--- config.mk ---
export PLATFORM = sky130hd
export DESIGN_NAME = shift_issue_stage
export DESIGN_NICKNAME = d
export VERILOG_FILES = /design/src/rtl/shift_issue_stage.sv
export SDC_FILE = /design/constraint.sdc
export NUM_CORES = 1
export LEC_CHECK = 0
export CAP_MARGIN = 5
export CORE_AREA = 2 2 130 132
export DETAILED_ROUTE_END_ITERATION = 6
export DIE_AREA = 0 0 132 134
export GPL_ROUTABILITY_DRIVEN = 0
export GPL_TIMING_DRIVEN = 1
export PLACE_DENSITY_LB_ADDON = 0.15
export SLEW_MARGIN = 20
export SYNTH_ARGS = -nofsm -noshare
export SYNTH_HDL_FRONTEND = slang
export SYNTH_SLANG_ARGS = --single-unit
export TNS_END_PERCENT = 30
--- constraint.sdc ---
create_clock -name clk -period 1.4 [get_ports clk]
set_input_delay 0.35 -clock clk [delete_from_list [all_inputs] [get_ports clk]]
set_output_delay 0.35 -clock clk [all_outputs]
set_load 0.01 [all_outputs]
--- src/rtl/shift_issue_stage.sv ---
// shift_issue_stage
//
// Two-stage valid/ready pipeline wrapped around the execute-stage shifter.
// S1 decodes an R-type shift, selects the shifter operands and registers
// them; the registered operands drive the external combinational shifter
// through the sh_* ports. S2 captures the shifter result together with the
// destination register, write enable and illegal flag for writeback.
//
// Ports
//   clk          single clock, rising edge
//   rst_n        asynchronous active-low reset
//   flush        synchronous kill of both stages
//   in_valid     upstream instruction/operands valid
//   in_ready     S1 can accept this cycle
//   in_instr     MIPS instruction word
//   in_rs        GPR[rs]
//   in_rt        GPR[rt]
//   sh_A, sh_B   shifter operands straight from S1 flops
//   sh_op        shifter op (00 SLL, 10 SRL, 11 SRA)
//   sh_result    shifter output, combinational from sh_*
//   out_valid    S2 holds a result
//   out_ready    consumer accepts the S2 result
//   out_result   shift result (0 for illegal instructions)
//   out_rd       destination register
//   out_wen      register write enable
//   out_illegal  instruction was not a recognised shift
//
// Only DATA_WIDTH = 32 is meaningful: the instruction encoding and the
// 5-bit shift amount assume a 32-bit datapath.

module shift_issue_stage #(
  parameter int DATA_WIDTH = 32
) (
  input  logic                  clk,
  input  logic                  rst_n,
  input  logic                  flush,
  input  logic                  in_valid,
  output logic                  in_ready,
  input  logic [31:0]           in_instr,
  input  logic [DATA_WIDTH-1:0] in_rs,
  input  logic [DATA_WIDTH-1:0] in_rt,
  output logic [DATA_WIDTH-1:0] sh_A,
  output logic [DATA_WIDTH-1:0] sh_B,
  output logic [1:0]            sh_op,
  input  logic [DATA_WIDTH-1:0] sh_result,
  output logic                  out_valid,
  input  logic                  out_ready,
  output logic [DATA_WIDTH-1:0] out_result,
  output logic [4:0]            out_rd,
  output logic                  out_wen,
  output logic                  out_illegal
);

  // Instruction fields
  logic [5:0] opcode;
  logic [5:0] funct;
  logic [4:0] shamt;
  logic [4:0] dec_rd;

  // Decoded values presented to S1
  logic                  dec_legal;
  logic                  dec_wen;
  logic [DATA_WIDTH-1:0] dec_a;
  logic [DATA_WIDTH-1:0] dec_b;
  logic [1:0]            dec_op;

  // S1 state
  logic                  s1_valid;
  logic [DATA_WIDTH-1:0] s1_a;
  logic [DATA_WIDTH-1:0] s1_b;
  logic [1:0]            s1_op;
  logic [4:0]            s1_rd;
  logic                  s1_wen;
  logic                  s1_illegal;

  // S2 state
  logic                  s2_valid;
  logic [DATA_WIDTH-1:0] s2_result;
  logic [4:0]            s2_rd;
  logic                  s2_wen;
  logic                  s2_illegal;

  // Handshake terms
  logic s2_free;
  logic s1_adv;
  logic accept;

  // The rs/rt register-number fields are consumed by register-file read
  // upstream; this stage only sees the operand values.
  logic unused_reg_fields;

  assign opcode = in_instr[31:26];
  assign funct  = in_instr[5:0];
  assign shamt  = in_instr[10:6];
  assign dec_rd = in_instr[15:11];

  assign unused_reg_fields = ^in_instr[25:16];

  // Decode and operand select. Illegal instructions still travel down the
  // pipe but with zeroed operands so the shifter sees a quiet SLL-by-0.
  // For the variable forms (funct[2] set) rs goes through unmasked; the
  // shifter only looks at B[4:0].
  always_comb begin
    dec_legal = 1'b0;
    if (opcode == 6'd0) begin
      case (funct)
        6'b000000, 6'b000010, 6'b000011,
        6'b000100, 6'b000110, 6'b000111: dec_legal = 1'b1;
        default:                         dec_legal = 1'b0;
      endcase
    end

    dec_a  = '0;
    dec_b  = '0;
    dec_op = 2'b00;
    if (dec_legal) begin
      dec_a  = in_rt;
      dec_b  = funct[2] ? in_rs : {{(DATA_WIDTH-5){1'b0}}, shamt};
      dec_op = funct[1:0];
    end

    dec_wen = dec_legal && (dec_rd != 5'd0);
  end

  // Handshake. S2 can take a new entry when empty or being drained this
  // cycle; S1 advances whenever it holds something and S2 can take it.
  // in_ready is killed by flush so nothing is consumed on a flush edge.
  assign s2_free  = !s2_valid || out_ready;
  assign s1_adv   = s1_valid && s2_free;
  assign in_ready = !flush && (!s1_valid || s1_adv);
  assign accept   = in_valid && in_ready;

  // S1 register. A new instruction lands on accept (possibly on the same
  // edge the old one moves to S2); otherwise S1 empties when it advances.
  // Flush wins over everything; data flops are left alone since the valid
  // bit is what matters.
  always_ff @(posedge clk or negedge rst_n) begin
    if (!rst_n) begin
      s1_valid   <= 1'b0;
      s1_a       <= '0;
      s1_b       <= '0;
      s1_op      <= 2'b00;
      s1_rd      <= 5'd0;
      s1_wen     <= 1'b0;
      s1_illegal <= 1'b0;
    end else if (flush) begin
      s1_valid <= 1'b0;
    end else if (accept) begin
      s1_valid   <= 1'b1;
      s1_a       <= dec_a;
      s1_b       <= dec_b;
      s1_op      <= dec_op;
      s1_rd      <= dec_rd;
      s1_wen     <= dec_wen;
      s1_illegal <= !dec_legal;
    end else if (s1_adv) begin
      s1_valid <= 1'b0;
    end
  end

  // S2 register. Captures the shifter result as S1 advances, forcing the
  // result and write enable to zero for illegal instructions. When the
  // consumer drains S2 and nothing follows, S2 goes empty; when something
  // does follow it is simply replaced with no bubble. While stalled the
  // contents hold, keeping out_* stable.
  always_ff @(posedge clk or negedge rst_n) begin
    if (!rst_n) begin
      s2_valid   <= 1'b0;
      s2_result  <= '0;
      s2_rd      <= 5'd0;
      s2_wen     <= 1'b0;
      s2_illegal <= 1'b0;
    end else if (flush) begin
      s2_valid <= 1'b0;
    end else if (s1_adv) begin
      s2_valid   <= 1'b1;
      s2_result  <= s1_illegal ? '0 : sh_result;
      s2_rd      <= s1_rd;
      s2_wen     <= s1_wen && !s1_illegal;
      s2_illegal <= s1_illegal;
    end else if (out_ready) begin
      s2_valid <= 1'b0;
    end
  end

  // The shifter is driven straight from S1 flops and the outputs straight
  // from S2 flops, so sh_result -> S2 is the only path through the shifter.
  assign sh_A        = s1_a;
  assign sh_B        = s1_b;
  assign sh_op       = s1_op;

  assign out_valid   = s2_valid;
  assign out_result  = s2_result;
  assign out_rd      = s2_rd;
  assign out_wen     = s2_wen;
  assign out_illegal = s2_illegal;

endmodule
Word-level counts from Yosys, hierarchy flattened. Cells that the tools add are included.

Register bits: 114. Output and inout bits: 107. Bits of input ports: 133.

Mux-type cells: 13. Eq/ne operators: 5. Bitwise operators: 1. Reduce and logical (&&, ||, !) cells: 20.

Operators with widths (number): 32-bit two-way mux (4); 6-bit by 3-bit == test with 1-bit output, second input constant (3); 6-bit by 2-bit == test with 1-bit output, second input constant (2); 6-bit zero test (2); 1-bit two-way mux (8); 3-bit nonzero test (2); 6-bit OR reduction (1); 1-bit logical AND (5); 1-bit zero test (5); 5-bit nonzero test (1); 2-bit AND reduction (2); 1-bit logical OR (2); 2-bit two-way mux (1); 1-bit NOT (1).

Longest topological paths before layout.
Depth after elaboration: 8. Gate-level depth with buffers: 5. Gate-level depth less buffers: 3.

Worst setup path after synthesis. No wires, ideal clock.

Path kind: flip-flop to flip-flop. Start: reg s2_valid, in the netlist out_valid. End: reg s2_result[21], in the netlist out_result[21]. Data required time: 1.275 ns. Library setup time: 0.125 ns. Arrival: 1.419 ns. Buffers on the path: 2. Cell stages (with the launch flop): 6. Path slack: -0.144 ns. Cell sequence: dfrtp_1 -> nor2b_2 -> nor3b_2 -> buf_4 -> buf_6 -> mux2_2.

Cells in the longest elaborated chain, start to end: 4.

Ends and longest elaborated chain: start: declaration (line 77) `logic s2_valid;`; start signal: assignment (line 168) `s2_valid <= 1'b0;`; start signal: assignment (line 174) `s2_valid <= 1'b0;`; start signal: assignment (line 176) `s2_valid <= 1'b1;`; 1-bit zero test (line 128) `assign s2_free = !s2_valid || out_ready;`; 1-bit logical OR (line 128); 1-bit logical AND (line 129) `assign s1_adv = s1_valid && s2_free;`; 2-bit AND reduction (no line); end signal: assignment (line 177) `s2_result <= s1_illegal ? '0 : sh_result;`; end: declaration (line 78) `logic [DATA_WIDTH-1:0] s2_result;`.

Every way passes these cells. A chain may end at the register's enable or synchronous reset.

Worst setup path after layout.
Start: reg s2_valid, in the netlist out_valid. End: reg s2_result[20], in the netlist out_result[20].

The elaborated chain is that of the path after synthesis.

==> key figures <==
Clock tree
  • Total CTS buffers: 17
  • TritonCTS clock tree: built
  • Clock transition at the registers of the reported paths: 0.05 ns
  • Insertion delay to the later sink of the worst-skew pair: 0.42 ns
  • Depth of the CTS H-tree: 4
  • Max clock buf depth: 2
  • Clock tree root driver cell: sky130_fd_sc_hd__clkbuf_16
  • TritonCTS sink count: 114

Status
  • Violated checks: setup timing
  • Status: complete, but fails checks

Synth
  • Netlist Area Pre-Place: 4820 µm²
  • Cells taking the most area after synthesis: sky130_fd_sc_hd__dfrtp_1 (59%), sky130_fd_sc_hd__mux2_2 (11%), sky130_fd_sc_hd__a32o_1 (8.3%)
  • Post-synth top area share: 59.2%
  • Yosys Warn Count: 0
  • Proportion of synthesized chip area in sequential cells: 59.2%
  • Gate count after technology mapping: 375
  • Area leader, netlist: sky130_fd_sc_hd__dfrtp_1
  • Mapped Nets: 508
  • Synth unique cells: 24
  • Number of storage elements in the synthesis netlist: 114
  • Syn avg cell area: 12.8 µm²

Cells and area
  • Fraction of layout instances using a drive strength above 1: 38.3%
  • Utilization after layout: 50.9%
  • Antenna cells: 0
  • Area added between synthesis and finish: 72.2%
  • Final cell area excluding filler cells: 8290 µm²
  • Number of cells in the finished layout apart from fillers: 873
  • Fillers: 1514
  • Net count, final: 773

Setup path
  • Critical Setup Path Class: flip-flop to flip-flop
  • Data required time at the worst endpoint: 1.70 ns
  • Maximum fanout count along the critical path: 7
  • Kind of capture point of the worst setup path: flip-flop
  • Library cell contributing the largest single delay on the critical path: sky130_fd_sc_hd__dfrtp_2
  • Kind of cell adding the most delay to the critical path: buffers and inverters
  • Critical Path Max Stage Delay: 0.43 ns
  • Critical Path Source Type: flip-flop
  • Total buffers and inverters traversed by the critical path: 3
  • Stages on worst setup path: 6
  • Cell breakdown of the critical path: buf_6, nor2b_4, nor3b_4, buf_6, clkbuf_16, mux2_4
  • Cell type with the highest occurrence count on the critical path: sky130_fd_sc_hd__buf_6
  • Worst reg2reg path depth: 6
  • Endpoint arrival time on the critical path: 1.97 ns
  • Slack of the worst reg-to-reg path: -0.27 ns

Global routing
  • Antenna violations before repair: 0
  • Total grt overflow: 0
  • First-pass GRT wire length: 23200 µm
  • Largest net degree at the start of global routing: 59
  • All-layer global routing usage: 16.7%
  • Vias in the first global route: 4248

STA
  • Worst slack on hold paths: 0.331 ns
  • Maximum clock rate: 598 MHz
  • Max Transition Viols Final: 0
  • Worst slew pin tran: 0.350 ns
  • Final Cycle Share: 119%
  • RSZ-0062 raised after global routing: true
  • Setup clock skew after layout: 0.00660 ns
  • Final number of setup-violating endpoints: 113
  • Slew HR: 76.6%
  • Final setup slack of the worst path: -0.271 ns
  • Fin crit period: 1.67 ns
  • Final Hold Fails: 0

Placement
  • Worst setup timing slack at the placement stage: -0.628 ns
  • DPL Wire Length: 9840 µm
  • Cell area after placement: 7530 µm²
  • Port buffer count: 229
  • Cell count after placement: 815

Die
  • Die area: 17700 µm²
  • Core outline area: 16300 µm²
  • Standard-cell rows: 47
  • Die X: 132 µm
  • Starting Density: 29.6%
  • Die span in y: 134 µm
  • I/O pin count: 240

Routing
  • Avg Vias per Cell: 4.83
  • Count of antenna-violating nets left after detailed routing: 0
  • Detailed-route wire length per cell: 18.8 µm
  • Number of DRC violations after detailed-routing iteration 0: 163
  • Routed WL: 16400 µm
  • Vias post-DR: 4219
  • Number of iterations in the first detailed-routing pass: 4
  • Number of remaining DRC errors: 0

Pwr
  • Leak: 3.91 nW
  • Power density over cell area: 1060 nW/µm²
  • Maximum VDD drop: 810 µV

Min path
  • Number of instances on the worst hold path: 2
  • Min-Delay Path Class: primary input to flip-flop

Run
  • Max-capacitance violation count: 0
==> layout by cell type, fill, tap and decap left out, drive strengths merged <==
master         count
and3b              1
bufinv             3
clkdlybuf4s50    117
nand2             31
buf              100
nor4               1
and3               2
clkinvlp           4
nor2               7
clkinv             6
a32o              40
dfrtp            114
dlygate4sd3        1
dlymetal6s2s       4
nand2b             2
nor2b             35
clkdlybuf4s15      5
o31ai             27
nand3              2
mux2              49
nor3               2
clkbuf            69
a21oi              2
nand3b             1
nor3b              1
o21ai             27
==> per-layer routing <==
layer  global-route usage, %  vias up  wire length, µm
met5                       0        -                0
met2                    27.5      165             8120
met3                    6.80       21             1140
met1                    20.1     2110             6930
met4                    5.50        0              233
li1                        -     1923                -
==> worst register-to-register path: stages (launching register included) <==
cell and delay [ns]:
sky130_fd_sc_hd__dfrtp_2 0.43, sky130_fd_sc_hd__buf_6 0.12, sky130_fd_sc_hd__nor2b_4 0.12, sky130_fd_sc_hd__nor3b_4 0.20
sky130_fd_sc_hd__buf_6 0.20, sky130_fd_sc_hd__clkbuf_16 0.19, sky130_fd_sc_hd__mux2_4 0.30
==> sequential cells by signal, summed over array words and instances (netlist names) <==
register,cells
out_result,32
sh_A,32
sh_B,32
out_rd,5
s1_rd,5
sh_op,2
out_illegal,1
out_valid,1
out_wen,1
s1_illegal,1
s1_valid,1
s1_wen,1
==> power by group <==
part / switching, mW / internal, mW
Combinational: 0.367 / 0.611
Sequential: 0.0418 / 3.37
Clock: 1.58 / 2.84
==> synthesized netlist by cell type <==
master and count:
sky130_fd_sc_hd__buf_2 13, sky130_fd_sc_hd__and3b_1 1, sky130_fd_sc_hd__nor2b_2 2, sky130_fd_sc_hd__o31ai_1 27, sky130_fd_sc_hd__and3_1 2, sky130_fd_sc_hd__nor4_4 1, sky130_fd_sc_hd__nor3b_2 1, sky130_fd_sc_hd__dfrtp_1 114
sky130_fd_sc_hd__buf_4 3, sky130_fd_sc_hd__a21oi_1 2, sky130_fd_sc_hd__nor3_1 2, sky130_fd_sc_hd__nor2_1 7, sky130_fd_sc_hd__buf_6 7, sky130_fd_sc_hd__mux2_2 49, sky130_fd_sc_hd__a32o_1 40, sky130_fd_sc_hd__nand3b_1 1
sky130_fd_sc_hd__buf_1 1, sky130_fd_sc_hd__nand2b_1 2, sky130_fd_sc_hd__clkbuf_1 9, sky130_fd_sc_hd__nand3_1 1, sky130_fd_sc_hd__o21ai_0 27, sky130_fd_sc_hd__nor2b_1 33, sky130_fd_sc_hd__nand2_1 29, sky130_fd_sc_hd__nand3_2 1
==> worst paths after layout <==
kind                                              end                   from
max                        out_result[20]$_DFFE_PN0P_  out_valid$_DFFE_PN0P_
min                              s1_valid$_DFFE_PN0P_                  flush
max reg2reg                out_result[20]$_DFFE_PN0P_  out_valid$_DFFE_PN0P_
min reg2reg                       sh_B[1]$_DFFE_PN0P_    sh_B[1]$_DFFE_PN0P_
max in group asynchronous        sh_A[31]$_DFFE_PN0P_                  rst_n
min in group asynchronous  out_result[24]$_DFFE_PN0P_                  rst_n
==> area by class of cell <==
| type | instances | area [µm²] | share of cell area, % |
|---|---|---|---|
| multi-input combinational | 230 | 2010 | 24.2 |
| clock buffer | 19 | 443 | 5.34 |
| sequential | 114 | 2850 | 34.4 |
| tap | 220 | 275 | 3.32 |
| clock inverter | 13 | 161 | 1.95 |
| timing repair buffer | 277 | 2550 | 30.8 |
==> cell families (layout without fill, tap and decap cells) <==
kind of cell,Yosys count,after routing,synth area share [%]
buffers and inverters,33,309,4.23
AOI/OAI and AO/OA,96,96,15.5
and+or+nand+nor,83,85,9.53
muxes,49,49,11.5
DFF,114,114,59.2
==> what timing repair did <==
item | 4_1_cts | 5_1_grt
cloned | 1 | 15
hold endpoints to repair | 114 | 0
hold buffers | 1 | 0
resized for setup | 315 | 129
endpoints found under the setup margin | 218 | 203
pin swaps | 1 | 35
buffers inserted | 3 | 6
==> per-stage QoR <==
| stage | setup TNS, ns | power (mW) |
|---|---|---|
| 2_1_floorplan | -2.23 | 3.70 |
| 3_5_place_dp | -63.19 | 4.34 |
| 4_1_cts | -18.13 | 8.81 |
| 6_report | -19.98 | 8.81 |
| 5_1_grt | -28.06 | 9.15 |
| 3_3_place_gp | -62.17 | 4.33 |
Power figures use the tool's default switching activity.
